## src/rtl/seq_detect4_pkg.sv

```systemverilog
// rtl/seq_detect4_pkg.sv - state encodings, widths and KMP fallback table builder for seq_detect4
package seq_detect4_pkg;

  localparam int ST_W = 3;
  localparam logic [3:0] DEFAULT_PATTERN = 4'b1011;

  typedef enum logic [ST_W-1:0] {
    ST_IDLE = 3'd0,
    ST_M1   = 3'd1,
    ST_M2   = 3'd2,
    ST_M3   = 3'd3,
    ST_HIT  = 3'd4
  } state_t;

  // Entry {k, bit} (k = bits matched, 0..4) holds the longest suffix of
  // (matched prefix + bit) that is also a prefix of pat; a full match yields k+1.
  function automatic logic [29:0] kmp_table(input logic [3:0] pat);
    logic [29:0] tbl;
    logic [4:0]  seq;
    int          len;
    int          best;
    logic        ok;
    tbl = '0;
    for (int k = 0; k < 5; k++) begin
      for (int b = 0; b < 2; b++) begin
        seq = '0;
        for (int i = 0; i < 4; i++) begin
          if (i < k) seq[i] = pat[3-i];
        end
        seq[k] = b[0];
        len  = k + 1;
        best = 0;
        for (int j = 1; j <= 4; j++) begin
          if (j <= len) begin
            ok = 1'b1;
            for (int m = 0; m < 4; m++) begin
              if (m < j && seq[len-j+m] != pat[3-m]) ok = 1'b0;
            end
            if (ok) best = j;
          end
        end
        tbl[(k*2+b)*3 +: 3] = best[2:0];
      end
    end
    return tbl;
  endfunction

endpackage

```

## src/rtl/seq_detect4_if.sv

```systemverilog
// rtl/seq_detect4_if.sv - serial input, count control and status bundle for seq_detect4
interface seq_detect4_if
  import seq_detect4_pkg::*;
#(
  parameter int CNT_W = 8
);

  logic             din_valid;
  logic             din;
  logic             cnt_clr;
  logic             detect;
  logic [ST_W-1:0]  state;
  logic [CNT_W-1:0] match_cnt;
  logic             cnt_sat;

  modport master (
    output din_valid, din, cnt_clr,
    input  detect, state, match_cnt, cnt_sat
  );

  modport slave (
    input  din_valid, din, cnt_clr,
    output detect, state, match_cnt, cnt_sat
  );

endinterface

```

## src/rtl/seq_detect4_sat_counter.sv

```systemverilog
// rtl/seq_detect4_sat_counter.sv - saturating event counter with synchronous clear
module sat_counter #(
  parameter int W = 8
) (
  input  logic         clk,
  input  logic         reset,
  input  logic         clr,
  input  logic         inc,
  output logic [W-1:0] cnt,
  output logic         sat
);

  logic [W-1:0] cnt_nxt;

  always_comb begin
    cnt_nxt = cnt;
    if (inc && !sat) cnt_nxt = cnt + W'(1);
  end

  // sat is registered from the next count so it rises with the count reaching max
  always_ff @(posedge clk) begin
    if (reset || clr) begin
      cnt <= '0;
      sat <= 1'b0;
    end else begin
      cnt <= cnt_nxt;
      sat <= &cnt_nxt;
    end
  end

endmodule

```

## src/rtl/seq_detect4.sv

```systemverilog
// rtl/seq_detect4.sv - serial Moore 4-bit pattern detector; SEQ_DETECT_OVERLAP_EN enables overlapping matches
module seq_detect4
  import seq_detect4_pkg::*;
#(
  parameter logic [3:0] PATTERN = DEFAULT_PATTERN,
  parameter int         CNT_W   = 8
) (
  input  logic         clk,
  input  logic         reset,
  seq_detect4_if.slave bus
);

  localparam logic [29:0] KMP = kmp_table(PATTERN);

  state_t     state;
  state_t     state_nxt;
  logic [2:0] row;
  logic       legal;
  logic       hit_entry;

  always_ff @(posedge clk) begin
    if (reset) state <= ST_IDLE;
    else       state <= state_nxt;
  end

  always_comb begin
    state_nxt = state;
    row       = 3'd0;
    legal     = 1'b1;
    case (state)
      ST_IDLE, ST_M1, ST_M2, ST_M3: row = state;
`ifdef SEQ_DETECT_OVERLAP_EN
      ST_HIT:                       row = 3'd4;
`else
      ST_HIT:                       row = 3'd0;
`endif
      default:                      legal = 1'b0;
    endcase
    // Illegal encodings recover to IDLE even while the input is stalled
    if (!legal)             state_nxt = ST_IDLE;
    else if (bus.din_valid) state_nxt = state_t'(KMP[int'({row, bus.din})*3 +: 3]);
  end

  assign hit_entry = bus.din_valid && legal && (state_nxt == ST_HIT);
  assign bus.detect = (state == ST_HIT);
  assign bus.state  = state;

  sat_counter #(.W(CNT_W)) u_match_cnt (
    .clk   (clk),
    .reset (reset),
    .clr   (bus.cnt_clr),
    .inc   (hit_entry),
    .cnt   (bus.match_cnt),
    .sat   (bus.cnt_sat)
  );

endmodule

```

## src/flat_wrapper.sv

```systemverilog
// flat-port wrapper written by rule: the top's interface ports become plain ports
module seq_detect4_flat import seq_detect4_pkg::*;
#(
  parameter logic [3:0] PATTERN = DEFAULT_PATTERN,
  parameter int         CNT_W   = 8
)
  (clk, reset, bus_din_valid, bus_din, bus_cnt_clr, bus_detect, bus_state, bus_match_cnt, bus_cnt_sat);
  seq_detect4_if #(.CNT_W(CNT_W)) bus_i ();
  input  logic clk;
  input  logic reset;
  input wire logic [$bits(bus_i.din_valid)-1:0] bus_din_valid;
  input wire logic [$bits(bus_i.din)-1:0] bus_din;
  input wire logic [$bits(bus_i.cnt_clr)-1:0] bus_cnt_clr;
  output wire logic [$bits(bus_i.detect)-1:0] bus_detect;
  output wire logic [$bits(bus_i.state)-1:0] bus_state;
  output wire logic [$bits(bus_i.match_cnt)-1:0] bus_match_cnt;
  output wire logic [$bits(bus_i.cnt_sat)-1:0] bus_cnt_sat;
  assign bus_i.din_valid = bus_din_valid;
  assign bus_i.din = bus_din;
  assign bus_i.cnt_clr = bus_cnt_clr;
  assign bus_detect = bus_i.detect;
  assign bus_state = bus_i.state;
  assign bus_match_cnt = bus_i.match_cnt;
  assign bus_cnt_sat = bus_i.cnt_sat;
  seq_detect4 #(.PATTERN(PATTERN), .CNT_W(CNT_W)) u_core (.clk(clk), .reset(reset), .bus(bus_i));
endmodule
```

## config.mk

```make
export PLATFORM = sky130hd
export DESIGN_NAME = seq_detect4_flat
export DESIGN_NICKNAME = d
export VERILOG_FILES = /design/src/rtl/seq_detect4_pkg.sv /design/src/rtl/seq_detect4_if.sv /design/src/rtl/seq_detect4_sat_counter.sv /design/src/rtl/seq_detect4.sv /design/src/flat_wrapper.sv
export SDC_FILE = /design/constraint.sdc
export NUM_CORES = 1
export LEC_CHECK = 0
export BUFFER_PORTS_ARGS = -buffer_cell sky130_fd_sc_hd__buf_4
export CAP_MARGIN = 0
export CORE_ASPECT_RATIO = 0.9
export CORE_MARGIN = 2
export CORE_UTILIZATION = 50
export CTS_BUF_LIST = sky130_fd_sc_hd__clkbuf_4
export DETAILED_ROUTE_END_ITERATION = 6
export HOLD_SLACK_MARGIN = 0.02
export PLACE_DENSITY = 0.76
export SYNTH_ARGS = -nofsm -noshare
export SYNTH_HDL_FRONTEND = slang
export SYNTH_SLANG_ARGS = --single-unit
```

## constraint.sdc

```tcl
create_clock -name clk -period 2.3 [get_ports clk]
set_input_delay 0.345 -clock clk [delete_from_list [all_inputs] [get_ports clk]]
set_output_delay 0.345 -clock clk [all_outputs]
set_load 0.1 [all_outputs]
```

**Word-level counts from Yosys, hierarchy flattened**

Cells that the tools add are included.

- Reduce and logical (&&, ||, !) cells: 9
- $add $sub $neg: 1
- Multiply operators: 1
- Div/mod/pow operators: 0
- Shift-type cells: 1
- $lt $le $gt $ge: 0
- Bitwise operators: 0
- Equality and inequality tests: 5
- Muxes and demuxes: 5

Operator list:

| kind | count |
|---|---|
| indexed part select 30 x 32 -> 3 bit, first input constant | 1 |
| 2-to-1 mux 3 bit | 3 |
| adder 8 x 1 -> 8 bit, second input constant | 1 |
| 2-to-1 mux 8 bit | 1 |
| AND reduction 8 bit | 1 |
| equality test 3 x 2 -> 1 bit, second input constant | 2 |
| equality test 3 bit, second input constant | 2 |
| multiplier 4 x 2 -> 6 bit, second input constant | 1 |
| OR reduction 5 bit | 1 |
| OR reduction 4 bit | 1 |
| equality test 3 x 1 -> 1 bit, second input constant | 1 |
| logical AND 1 bit | 3 |
| logical NOT 3 bit | 1 |
| logical NOT 1 bit | 1 |
| logical OR 1 bit | 1 |
| 2-to-1 mux 1 bit | 1 |

- Bits in read-only memories: 0
- Output and inout bits: 13
- Memories: 0
- Bits in registers: 12
- Logic and storage cells: 25
- Latch bits: 0
- Input port bits: 5
- RAM bits: 0

**Depth between registers and ports, before layout**

Gate-level depths: netlist of run 1.

- Word-level depth: 12
- Gate-level depth with buffers: 10
- Mapped depth without buffers: 9

**By module**

A second synthesis of run 1 with hierarchy kept.

- Cells, all modules: 78
- Area total of the unflattened synthesis: 701.9 um2

By module, submodules not included:

| module | cells each | instances | area an instance (um2) |
|---|---|---|---|
| sat_counter | 51 | 1 | 470.5 |
| seq_detect4 | 27 | 1 | 231.5 |

**Worst setup path before layout of run 1**

OpenSTA, ideal clock, no wires.

- Kind: reg-to-reg
- Start: register u_core.state[0] (netlist: u_core.bus.state[0])
- End: register u_core.u_match_cnt.sat
- Cell stages (with the launch flop): 11
- Library setup time: 0.117 ns
- Data required time: 2.183 ns
- Clock period less this slack: 2.798 ns
- Path buffers: 1
- Setup slack: -0.498 ns
- Arrival: 2.681 ns
- Cells stage by stage: dfxtp_1 -> or2b_1 -> clkinv_1 -> ha_1 -> a21oi_1 -> a311o_1 -> and3_4 -> buf_6 -> a31oi_4 -> o221ai_1 -> and4b_1

- Longest elaborated chain between the ends: 12
- Elaborated cells on any way between the ends: 19
- Classes of those cells: mul: 1; eq/ne: 5; shift: 1; mux: 5; reduce/logical: 7

Ends and longest elaborated chain:

| item | RTL line | text |
|---|---|---|
| from (decl) | seq_detect4.sv:15 | `state_t state;` |
| from (signal assigned) | seq_detect4.sv:23 | `else state <= state_nxt;` |
| equality test 3 x 1 -> 1 bit (tied with other cells) | seq_detect4.sv:30 | `case (state)` |
| OR reduction 4 bit | -- |  |
| 2-to-1 mux 3 bit | seq_detect4.sv:30 |  |
| multiplier 4 x 2 -> 6 bit | seq_detect4.sv:41 | `else if (bus.din_valid) state_nxt = state_t'(KMP[int'({row, bus.din})*3 +: 3]);` |
| indexed part select 30 x 32 -> 3 bit | seq_detect4.sv:41 |  |
| 2-to-1 mux 3 bit | seq_detect4.sv:41 |  |
| 2-to-1 mux 3 bit | seq_detect4.sv:40 | `if (!legal) state_nxt = ST_IDLE;` |
| equality test 3 bit | seq_detect4.sv:44 | `assign hit_entry = bus.din_valid && legal && (state_nxt == ST_HIT);` |
| logical AND 1 bit (*) | seq_detect4.sv:44 |  |
| logical AND 1 bit (*) | seq_detect4_sat_counter.sv:17 | `if (inc && !sat) cnt_nxt = cnt + W'(1);` |
| 2-to-1 mux 8 bit (*) | seq_detect4_sat_counter.sv:17 |  |
| AND reduction 8 bit (*) | seq_detect4_sat_counter.sv:27 | `sat <= &cnt_nxt;` |
| to (signal assigned) | seq_detect4_sat_counter.sv:27 |  |
| to (decl) | seq_detect4_sat_counter.sv:10 | `output logic sat` |

Every way passes the cells marked *; elsewhere a longest branch is shown, timed or not.
A chain may end at the register's enable or synchronous reset.

**Worst setup path in the final report of run 1**

- Start: register u_core.state[2] (netlist: u_core.bus.state[2])
- End: register u_core.u_match_cnt.sat

The elaborated chain is that of the path after synthesis.

==> impl_metrics.csv, run 1 <==
group,metric,value,unit
yosys,synthTopCellsByCount,"nand3_1 (13), nor2_1 (13), dfxtp_1 (12)",
cts,clockRootBuffer,"clkbuf_4",
layout,insertedDiodeCount,0,
timing,finalHoldViolCount,0,
grt,antenna_found_initial,0,
cts,cts.repair.resized,0,
floorplan,initial_core_util,53.8,%
yosys,yosys_warnings,0,
run_status,status,"finished clean",
setup_path,cp-start-kind,"flip-flop",
routing,vias,730,
routing,post-route-drc-count,0,
yosys,synth_compound_gate_area_share,17.0,%
cts,hold_buffers,0,
floorplan,die_h,41.6,µm
setup_path,critical_path_class,"reg2reg",
min_path,whs_path_depth,2,
setup_path,cp.arrival,2.37,ns
setup_path,end_kind,"flip-flop",
grt,grt_pass1_wl,2900,µm
yosys,synthCells,94,
pwr,netSwitchingPower,127,µW
layout,nNetsFinal,123,
run,maxCapViolCount,0,
cts,postCtsSetupBuffers,0,
timing,rsz0062_at_grt,"no",
setup_path,r2r-start,"u_core.bus.state[2]$_SDFF_PP0_",
min_path,min-delay-start,"reset",
min_path,hold_end,"u_core.bus.state[2]$_SDFF_PP0_",
timing,drv_slew,0,
pwr,p_sw_share,30.1,%
setup_path,reg2reg_to,"u_core.u_match_cnt.sat$_SDFF_PP0_",
setup_path,r2r_cells,8,
setup_path,max_stage_delay,0.36,ns
setup_path,path_cells,"or2b_1 -> ha_1 -> inv_1 -> a311o_1 -> and3_4 -> a311oi_1 -> a41o_2 -> and4b_1",
cts,path_clk_slew,0.08,ns
cts,insertion_delay,0.27,ns
pwr,peakVddDrop,0.397,mV
routing,firstDrtPassIters,3,
yosys,synth_top_family_by_area,"simple AND/OR/NAND/NOR gates",
cts,cts_sinks,12,
pwr,p_int,294,µW
grt,grt_pass1_vias,641,
timing,worst_pin_slew,0.292,ns
timing,post-route-period-util,93.8,%
floorplan,dieArea,0.00191,mm²
setup_path,cp_slowest_cell,"dfxtp_4",
timing,finalSetupTns,0,ns
placed_design,place_congestion,0.845,
cts,cts_buffers,3,
yosys,ys_seq_area_share,30.5,%
yosys,synth-main-ff-cell,"dfxtp_1",
yosys,synth_edf_count,0,
placed_design,dp_hpwl,1230,µm
yosys,yosys.area_share.adder,7.95,%
setup_path,crit_path_max_fanout,11,
cts,cts_buffer_depth,2,
yosys,synthTopCellsByArea,"dfxtp_1 (31%), nand3_1 (8.3%), ha_1 (7.9%), nor2_1 (6.2%), xor2_1 (5.6%)",
routing,antenna_left,0,
timing,clock-skew-final,0.00467,ns
floorplan,row_count,13,
grt,grtUsageTotal,20.4,%
layout,finalInstanceArea,968,µm²
yosys,synth-simple-area-share,29.6,%
yosys,synth_xor_area_share,7.79,%
cts,htree_levels,1,
yosys,synthMuxAreaShare,1.27,%
placed_design,placed_area,942,µm²
grt,grt_overflow_total,0,
layout,drive_gt1_share,30.4,%
timing,fmax,464,MHz
layout,fillCellCount,126,
yosys,ys_types,36,
pwr,pwr-share-seq,50.4,%
yosys,synth_top_area_share,30.5,%
pwr,p_comb_share,16.9,%
routing,drt_iter0_markers,8,
timing,setup_viol,0,
floorplan,io_pins,18,
timing,period_minus_slack,2.16,ns
yosys,ys_async_sr_fraction,0,%
setup_path,regToRegSetupSlack,0.14,ns
min_path,hold_class,"in2reg",
yosys,syn_avg_cell_area,8.37,µm²
setup_path,cp.required,2.52,ns
pwr,leakage,0.439,nW
placed_design,portBuffers,17,
yosys,yosys.area.top_type,"dfxtp_1",
cts,cts_tree,"built",
floorplan,core,0.00146,mm²
grt,grt_max_degree,14,
pwr,clkPwrFrac,32.7,%
floorplan,fp.dieW,45.8,µm
layout,area_growth_syn_to_layout,23.1,%
routing,drt-total-wl,1710,µm
yosys,synth-seq-cells,12,
routing,wl_per_cell,13.5,µm
yosys,synth.net_count,104,
routing,via_per_inst,5.75,
pwr,powerDensity,434,mW/mm²
timing,slew_headroom,80.4,%
yosys,syn_area,787,µm²
-- power groups by stage --
stage               combinational (mW)  clock, mW  sequential [mW]
global placement                0.0694          0            0.217
finish                          0.0711      0.137            0.212
global route                    0.0766      0.153            0.213
CTS                             0.0711      0.145            0.212
floorplan                       0.0316          0            0.235
detailed placement              0.0707          0            0.217
-- worst max-delay path, delay by kind of cell, from the launching register on --
kind | cells | cell delay [ns]
AO/OA/AOI/OAI | 3 | 0.75
AND/OR/NAND/NOR | 3 | 0.66
flip-flops | 1 | 0.36
adder cells (fa/ha/maj) | 1 | 0.29
buffers and inverters | 1 | 0.03
-- metal layers --
| layer | vias to the layer above | wire [µm] | GRT usage (%) |
|---|---|---|---|
| li1 | 370 | - | - |
| met1 | 345 | 922 | 31.9 |
| met2 | 13 | 711 | 27.6 |
| met3 | 2 | 62 | 5.22 |
| met4 | 0 | 17 | 5.14 |
| met5 | - | 0 | 0 |
-- worst max-delay path by stage --
stage                                         startpoint  slack (ns)                                 to
after global placement    u_core.bus.state[2]$_SDFF_PP0_        0.24  u_core.u_match_cnt.sat$_SDFF_PP0_
after detailed placement  u_core.bus.state[2]$_SDFF_PP0_        0.17  u_core.u_match_cnt.sat$_SDFF_PP0_
final                     u_core.bus.state[2]$_SDFF_PP0_        0.14  u_core.u_match_cnt.sat$_SDFF_PP0_
after global routing      u_core.bus.state[2]$_SDFF_PP0_        0.02  u_core.u_match_cnt.sat$_SDFF_PP0_
after CTS                 u_core.bus.state[2]$_SDFF_PP0_        0.16  u_core.u_match_cnt.sat$_SDFF_PP0_
after floorplan           u_core.bus.state[0]$_SDFF_PP0_        0.01  u_core.u_match_cnt.sat$_SDFF_PP0_
-- cell families (layout without fill, tap and decap cells) --
family                     Yosys count  in the layout
AOI/OAI and AO/OA                   16             16
xor gates and xnor gates             7              7
adders and majority gates            5              5
buffers and inverters               10             28
DFF                                 12             12
muxes                                1              1
and+or+nand+nor                     43             43
-- layout by cell type (no fill, tap or decap), types with 3 or more instances in the layout --
cell and instances:
a21oi_1 4, and3_1 5, buf_4 18, clkbuf_4 3, dfxtp_1 7, dfxtp_2 3, ha_1 4, inv_1 5
nand3_1 13, nor2_1 13, xor2_1 5
-- cell type report --
cell class | instances | area, µm² | share of cell area, %
timing repair buffer | 18 | 135 | 14.0
clock buffer | 3 | 22.5 | 2.33
tap | 15 | 18.8 | 1.94
inverter | 6 | 23.8 | 2.45
clock inverter | 1 | 3.75 | 0.388
multi-input combinational | 72 | 513 | 53.0
sequential | 12 | 251 | 26.0
-- state kept, by name (all words and copies together), names as in the netlist --
signal and count:
u_core.bus.state 3, u_core.u_match_cnt.cnt 8, u_core.u_match_cnt.sat 1
-- through the flow --
step                total power, mW  worst slack (ns)  cells  util (%)  hold slack (ns)
floorplan                     0.266            0.0135     94         -            0.404
global placement              0.286             0.238    123      64.4            0.476
detailed placement            0.287             0.172    123      64.4            0.481
CTS                           0.428             0.157    127      66.2            0.230
global route                  0.442            0.0217    127      66.2            0.231
finish                        0.420             0.143    127      66.2            0.235
No activity file was read; power rests on OpenSTA's default activity.
==> run 2: changes to the inputs <==
- CORE_ASPECT_RATIO: 0.9 -> not set
- PLACE_DENSITY: 0.76 -> not set
- PLACE_DENSITY_LB_ADDON: not set -> 0.15
- SYNTH_HIERARCHICAL: not set -> 1
==> impl_metrics.csv, run 2 <==
group,metric,value,unit
layout,largest_reg_flops,8,
yosys,synth.net_count,88,
setup_path,reg2reg_to,"u_core/u_match_cnt/sat$_SDFF_PP0_",
setup_path,crit_path_max_fanout,8,
yosys,yosys.area.top_type,"dfxtp_1",
placed_design,dp_hpwl,1050,µm
yosys,synth_edf_count,0,
yosys,ys_types,32,
yosys,yosys_warnings,6,
setup_path,cp.required,2.47,ns
placed_design,place_congestion,0.879,
floorplan,dieArea,0.00172,mm²
cts,insertion_delay,0.27,ns
placed_design,portBuffers,17,
timing,setup_viol,0,
yosys,syn_area,702,µm²
yosys,synthTopCellsByArea,"dfxtp_1 (34%), ha_1 (8.9%), xnor2_1 (6.2%), xor2_1 (5.0%), nor2_1 (4.8%)",
timing,fmax,481,MHz
cts,cts_buffers,3,
yosys,synth-main-ff-cell,"dfxtp_1",
routing,antenna_left,0,
run,maxCapViolCount,0,
setup_path,r2r_cells,10,
yosys,synth_top_area_share,34.2,%
floorplan,io_pins,18,
timing,drv_slew,0,
layout,reg_top3,"u_core/u_match_cnt/cnt (8), u_core/bus.state (3), u_core/u_match_cnt/sat (1)",
timing,post-route-period-util,90.5,%
pwr,power,386,µW
grt,antenna_found_initial,0,
cts,cts_sinks,12,
grt,grt_pass1_vias,530,
yosys,synthCells,78,
cts,cts_buffer_depth,2,
timing,worst_pin_slew,0.293,ns
routing,via_per_inst,5.24,
yosys,synth-seq-cells,12,
cts,cts.repair.resized,0,
floorplan,fp.dieW,41.5,µm
floorplan,core,0.00130,mm²
grt,grt_pass1_wl,2280,µm
setup_path,end_kind,"flip-flop",
grt,grt_overflow_total,0,
routing,drt_iter0_markers,14,
timing,finalSetupTns,0,ns
cts,htree_levels,1,
layout,largest-register,"u_core/u_match_cnt/cnt",
timing,clock-skew-final,0.00220,ns
yosys,ys_async_sr_fraction,0,%
yosys,synth_most_common_cell,"dfxtp_1",
timing,finalHoldViolCount,0,
yosys,ys_seq_area_share,34.2,%
cts,hold_buffers,0,
yosys,syn_avg_cell_area,9.00,µm²
floorplan,die_h,41.5,µm
cts,path_clk_slew,0.07,ns
setup_path,cp.arrival,2.25,ns
routing,firstDrtPassIters,4,
layout,drive_gt1_share,33.3,%
routing,post-route-drc-count,0,
setup_path,cp-start-kind,"flip-flop",
timing,rsz0062_at_grt,"no",
layout,nNetsFinal,110,
grt,grtUsageTotal,17.3,%
layout,area_growth_syn_to_layout,27.1,%
floorplan,row_count,13,
grt,grt_max_degree,9,
setup_path,regToRegSetupSlack,0.22,ns
min_path,hold_class,"in2reg",
setup_path,r2r-start,"u_core/bus.state[2]$_SDFF_PP0_",
floorplan,initial_core_util,53.9,%
routing,drt-total-wl,1340,µm
timing,period_minus_slack,2.08,ns
run_status,status,"finished clean",
setup_path,critPathCapture,"u_core/u_match_cnt/sat$_SDFF_PP0_",
pwr,powerDensity,433,mW/mm²
layout,final_common_cell,"buf_4",
cts,cts_tree,"built",
timing,slew_headroom,80.5,%
pwr,leakage,0.378,nW
layout,final_cell_mix,"buf_4 (19), nor2_1 (9), dfxtp_1 (9)",
setup_path,crit_path_start,"u_core/bus.state[2]$_SDFF_PP0_",
layout,insertedDiodeCount,0,
setup_path,critical_path_class,"reg2reg",
cts,postCtsSetupBuffers,0,
cts,clockRootBuffer,"clkbuf_4",
routing,wl_per_cell,11.8,µm
routing,vias,597,
yosys,synthTopCellsByCount,"dfxtp_1 (12), nor2_1 (9), nand2_1 (7), ha_1 (5), xnor2_1 (5)",
layout,utilization,68.6,%
pwr,peakVddDrop,0.244,mV
-- run 2: cell count changes after synthesis, sizes merged, moves of 3 or more --
cell	previous run	this run
xnor2	2	5
and3	6	2
a31oi	3	0
and2b	0	3
nand2	2	7
nand3	13	3
nor2	13	9
-- run 2: power breakdown --
group / internal [mW] / switching [mW] / leakage [nW]
Combinational: 0.0155 / 0.0277 / 0.264
Clock: 0.0628 / 0.0693 / 0.0154
Sequential: 0.208 / 0.00280 / 0.0988
-- run 2: how the worst min path moves through the flow --
stage / startpoint / cells past startpoint / end / slack, ns
after floorplan: reset / 1 / u_core/bus.state[2]$_SDFF_PP0_ / 0.40
after global placement: u_core/bus.state[1]$_SDFF_PP0_ / 2 / u_core/bus.state[1]$_SDFF_PP0_ / 0.51
after detailed placement: reset / 2 / u_core/bus.state[2]$_SDFF_PP0_ / 0.52
after CTS: reset / 2 / u_core/bus.state[2]$_SDFF_PP0_ / 0.23
after global routing: reset / 2 / u_core/bus.state[2]$_SDFF_PP0_ / 0.22
final: reset / 2 / u_core/bus.state[2]$_SDFF_PP0_ / 0.23
-- run 2: metal layers --
layer	share of wire [%]	GRT usage (%)	vias to the layer above
met1	44	21.0	275
met3	4.6	5.22	2
met4	1.0	7.74	0
met5	0	0	-
met2	51	27.8	14
li1	-	-	306
-- run 2: through the flow --
stage	std cells	area (µm²)	setup WS [ns]	hold slack, ns
after floorplan	78	716	0.0573	0.404
after global placement	110	866	0.296	0.513
after detailed placement	110	866	0.230	0.519
after CTS	114	892	0.212	0.228
after global routing	114	892	0.0583	0.215
final	114	892	0.219	0.234
-- run 2: critical path, stage by stage, from the launching register on --
cell	delay [ns]
dfxtp_4	0.36
nand2b_1	0.18
inv_1	0.10
ha_1	0.14
nand4b_1	0.14
nor3_1	0.17
buf_4	0.16
nand2b_4	0.07
or2_4	0.27
and3_1	0.17
o2111a_1	0.21
-- run 2: kinds of logic (layout without fill, tap and decap cells) --
family          after synthesis  after routing  share of synthesized area, %
compound gates                8              8                          7.31
buf+inv                       5             26                          3.21
flops                        12             12                          34.2
mux                           2              2                          3.03
xor+xnor                      9              9                          11.2
simple gates                 37             37                          32.1
fa+ha+maj                     5              5                          8.91
-- run 2: cell type report --
type | count | area, µm²
Clock inverter | 1 | 3.75
Tap cell | 15 | 18.8
Sequential cell | 12 | 249
Fill cell | 109 | 409
Timing Repair Buffer | 19 | 143
Multi-Input combinational cell | 61 | 444
Clock buffer | 3 | 22.5
Inverter | 3 | 11.3
==> run 3: changes to the inputs <==
- CORE_ASPECT_RATIO: not set -> 0.9
- CORE_UTILIZATION: 50 -> 35
- HOLD_SLACK_MARGIN: 0.02 -> not set
==> impl_metrics.csv, run 3 (synthesis gave the netlist of run 2 again) <==
group,metric,value,unit
run_status,status,"finished clean",
grt,grt-busiest-layer,"met2",
setup_path,end_kind,"flip-flop",
grt,antenna_found_initial,0,
min_path,min-delay-start,"reset",
layout,final_common_cell,"buf_4",
layout,insertedDiodeCount,0,
timing,rsz0062_at_grt,"no",
cts,cts.repair.resized,0,
pwr,leakage,0.374,nW
layout,regArea,249,µm²
timing,post-route-period-util,88.8,%
cts,postCtsSetupBuffers,0,
grt,gr-usage-met2,21.6,%
timing,drv_slew,0,
pwr,power,385,µW
timing,setup_viol,0,
cts,cts_sinks,12,
grt,grt_pass1_wl,2350,µm
setup_path,r2r_cells,8,
setup_path,regToRegSetupSlack,0.26,ns
min_path,whs_path_depth,2,
layout,largest-register,"u_core/u_match_cnt/cnt",
layout,drive_gt1_share,32.7,%
timing,fmax,490,MHz
timing,worst_pin_slew,0.486,ns
floorplan,core,0.00190,mm²
floorplan,dieArea,0.00238,mm²
setup_path,critical_path_class,"reg2reg",
layout,nNetsFinal,109,
timing,finalSetupTns,0,ns
grt,grtUsageTotal,14.0,%
timing,finalHoldViolCount,0,
setup_path,cp.arrival,2.21,ns
placed_design,placed_area,871,µm²
cts,cts_tree,"built",
placed_design,dp_hpwl,1090,µm
routing,vias,572,
setup_path,cp.required,2.47,ns
pwr,peakVddDrop,0.220,mV
timing,slew_headroom,67.6,%
timing,clock-skew-final,0.00576,ns
routing,firstDrtPassIters,1,
layout,fillCellCount,192,
layout,multi_input_area,444,µm²
routing,post-route-drc-count,0,
grt,grt_pass1_vias,496,
setup_path,reg2reg_to,"u_core/u_match_cnt/sat$_SDFF_PP0_",
layout,final_cell_mix,"buf_4 (18), nor2_1 (9), dfxtp_1 (9)",
grt,grt_max_degree,9,
routing,via_per_inst,4.65,
cts,insertion_delay,0.27,ns
routing,antenna_left,0,
layout,area_growth_syn_to_layout,27.8,%
layout,largest_reg_flops,8,
floorplan,io_pins,18,
placed_design,portBuffers,17,
cts,path_clk_slew,0.08,ns
floorplan,die_h,46.5,µm
pwr,powerDensity,429,mW/mm²
placed_design,place_congestion,0.743,
timing,worst_slack,0.257,ns
placed_design,place_ws,0.254,ns
routing,drt-total-wl,1400,µm
setup_path,cp-start-kind,"flip-flop",
min_path,hold_end,"u_core/bus.state[2]$_SDFF_PP0_",
layout,finalInstanceArea,897,µm²
cts,cts_buffers,3,
cts,cts_buffer_depth,2,
floorplan,row_count,15,
layout,reg_top3,"u_core/u_match_cnt/cnt (8), u_core/bus.state (3), u_core/u_match_cnt/sat (1)",
grt,grt_overflow_total,0,
min_path,hold_class,"in2reg",
cts,htree_levels,1,
routing,drt_iter0_markers,0,
cts,clockRootBuffer,"clkbuf_4",
setup_path,crit_path_max_fanout,8,
cts,hold_buffers,0,
floorplan,initial_core_util,37.0,%
floorplan,fp.dieW,51.2,µm
run,maxCapViolCount,0,
grt,met3_usage,5.52,%
setup_path,r2r-start,"u_core/bus.state[2]$_SDFF_PP0_",
timing,period_minus_slack,2.04,ns
grt,grt_util_met1,16.6,%
routing,wl_per_cell,11.4,µm
==> run 3: cell types whose count changed in the layout (fill, tap and decap cells not counted) <==
| cell | change |
|---|---|
| buf_4 | -1 |
==> run 3: per-stage QoR <==
stage | cells | hold slack [ns] | utilization (%)
3_5_place_dp | 119 | 0.522 | 45.9
5_1_grt | 123 | 0.214 | 47.3
3_3_place_gp | 119 | 0.514 | 45.9
6_report | 123 | 0.229 | 47.3
4_1_cts | 123 | 0.220 | 47.3
2_1_floorplan | 78 | 0.404 | -
==> run 3: worst max path at each step <==
stage | startpoint | end | slack [ns] | cells after the start
floorplan | u_core/bus.state[0]$_SDFF_PP0_ | u_core/u_match_cnt/sat$_SDFF_PP0_ | 0.06 | 9
global route | u_core/bus.state[2]$_SDFF_PP0_ | u_core/u_match_cnt/sat$_SDFF_PP0_ | 0.15 | 10
detailed placement | u_core/bus.state[2]$_SDFF_PP0_ | u_core/u_match_cnt/sat$_SDFF_PP0_ | 0.25 | 8
finish | u_core/bus.state[2]$_SDFF_PP0_ | u_core/u_match_cnt/sat$_SDFF_PP0_ | 0.26 | 8
global placement | u_core/bus.state[2]$_SDFF_PP0_ | u_core/u_match_cnt/sat$_SDFF_PP0_ | 0.30 | 8
CTS | u_core/bus.state[2]$_SDFF_PP0_ | u_core/u_match_cnt/sat$_SDFF_PP0_ | 0.24 | 8
==> run 3: per-layer routing <==
layer / share of wire, % / vias to the layer above
met1: 49 / 254
met3: 4.1 / 2
met5: 0 / -
li1: - / 306
met2: 45 / 10
met4: 1.4 / 0
==> run 3: report_power, final <==
group | total (mW) | leakage [nW] | internal (mW) | switching (mW)
Combinational | 0.0416 | 0.259 | 0.0145 | 0.0271
Clock | 0.132 | 0.0154 | 0.0628 | 0.0691
Sequential | 0.211 | 0.0988 | 0.208 | 0.00294
Total | 0.385 | 0.374 | 0.285 | 0.0991
==> run 3: layout make-up <==
cell class | count | area share [%]
Clock buffer | 3 | 2.51
Tap cell | 25 | 3.49
Sequential cell | 12 | 27.8
Clock inverter | 1 | 0.418
Inverter | 3 | 1.26
Timing Repair Buffer | 18 | 15.1
Multi-Input combinational cell | 61 | 49.5
==> run 3: worst max-delay path, stage by stage (launching register included) <==
cell	delay [ns]
dfxtp_4	0.37
nand2b_1	0.18
ha_1	0.30
nor3_1	0.19
buf_4	0.16
nand2b_4	0.07
or2_4	0.27
and3_1	0.17
o2111a_1	0.23
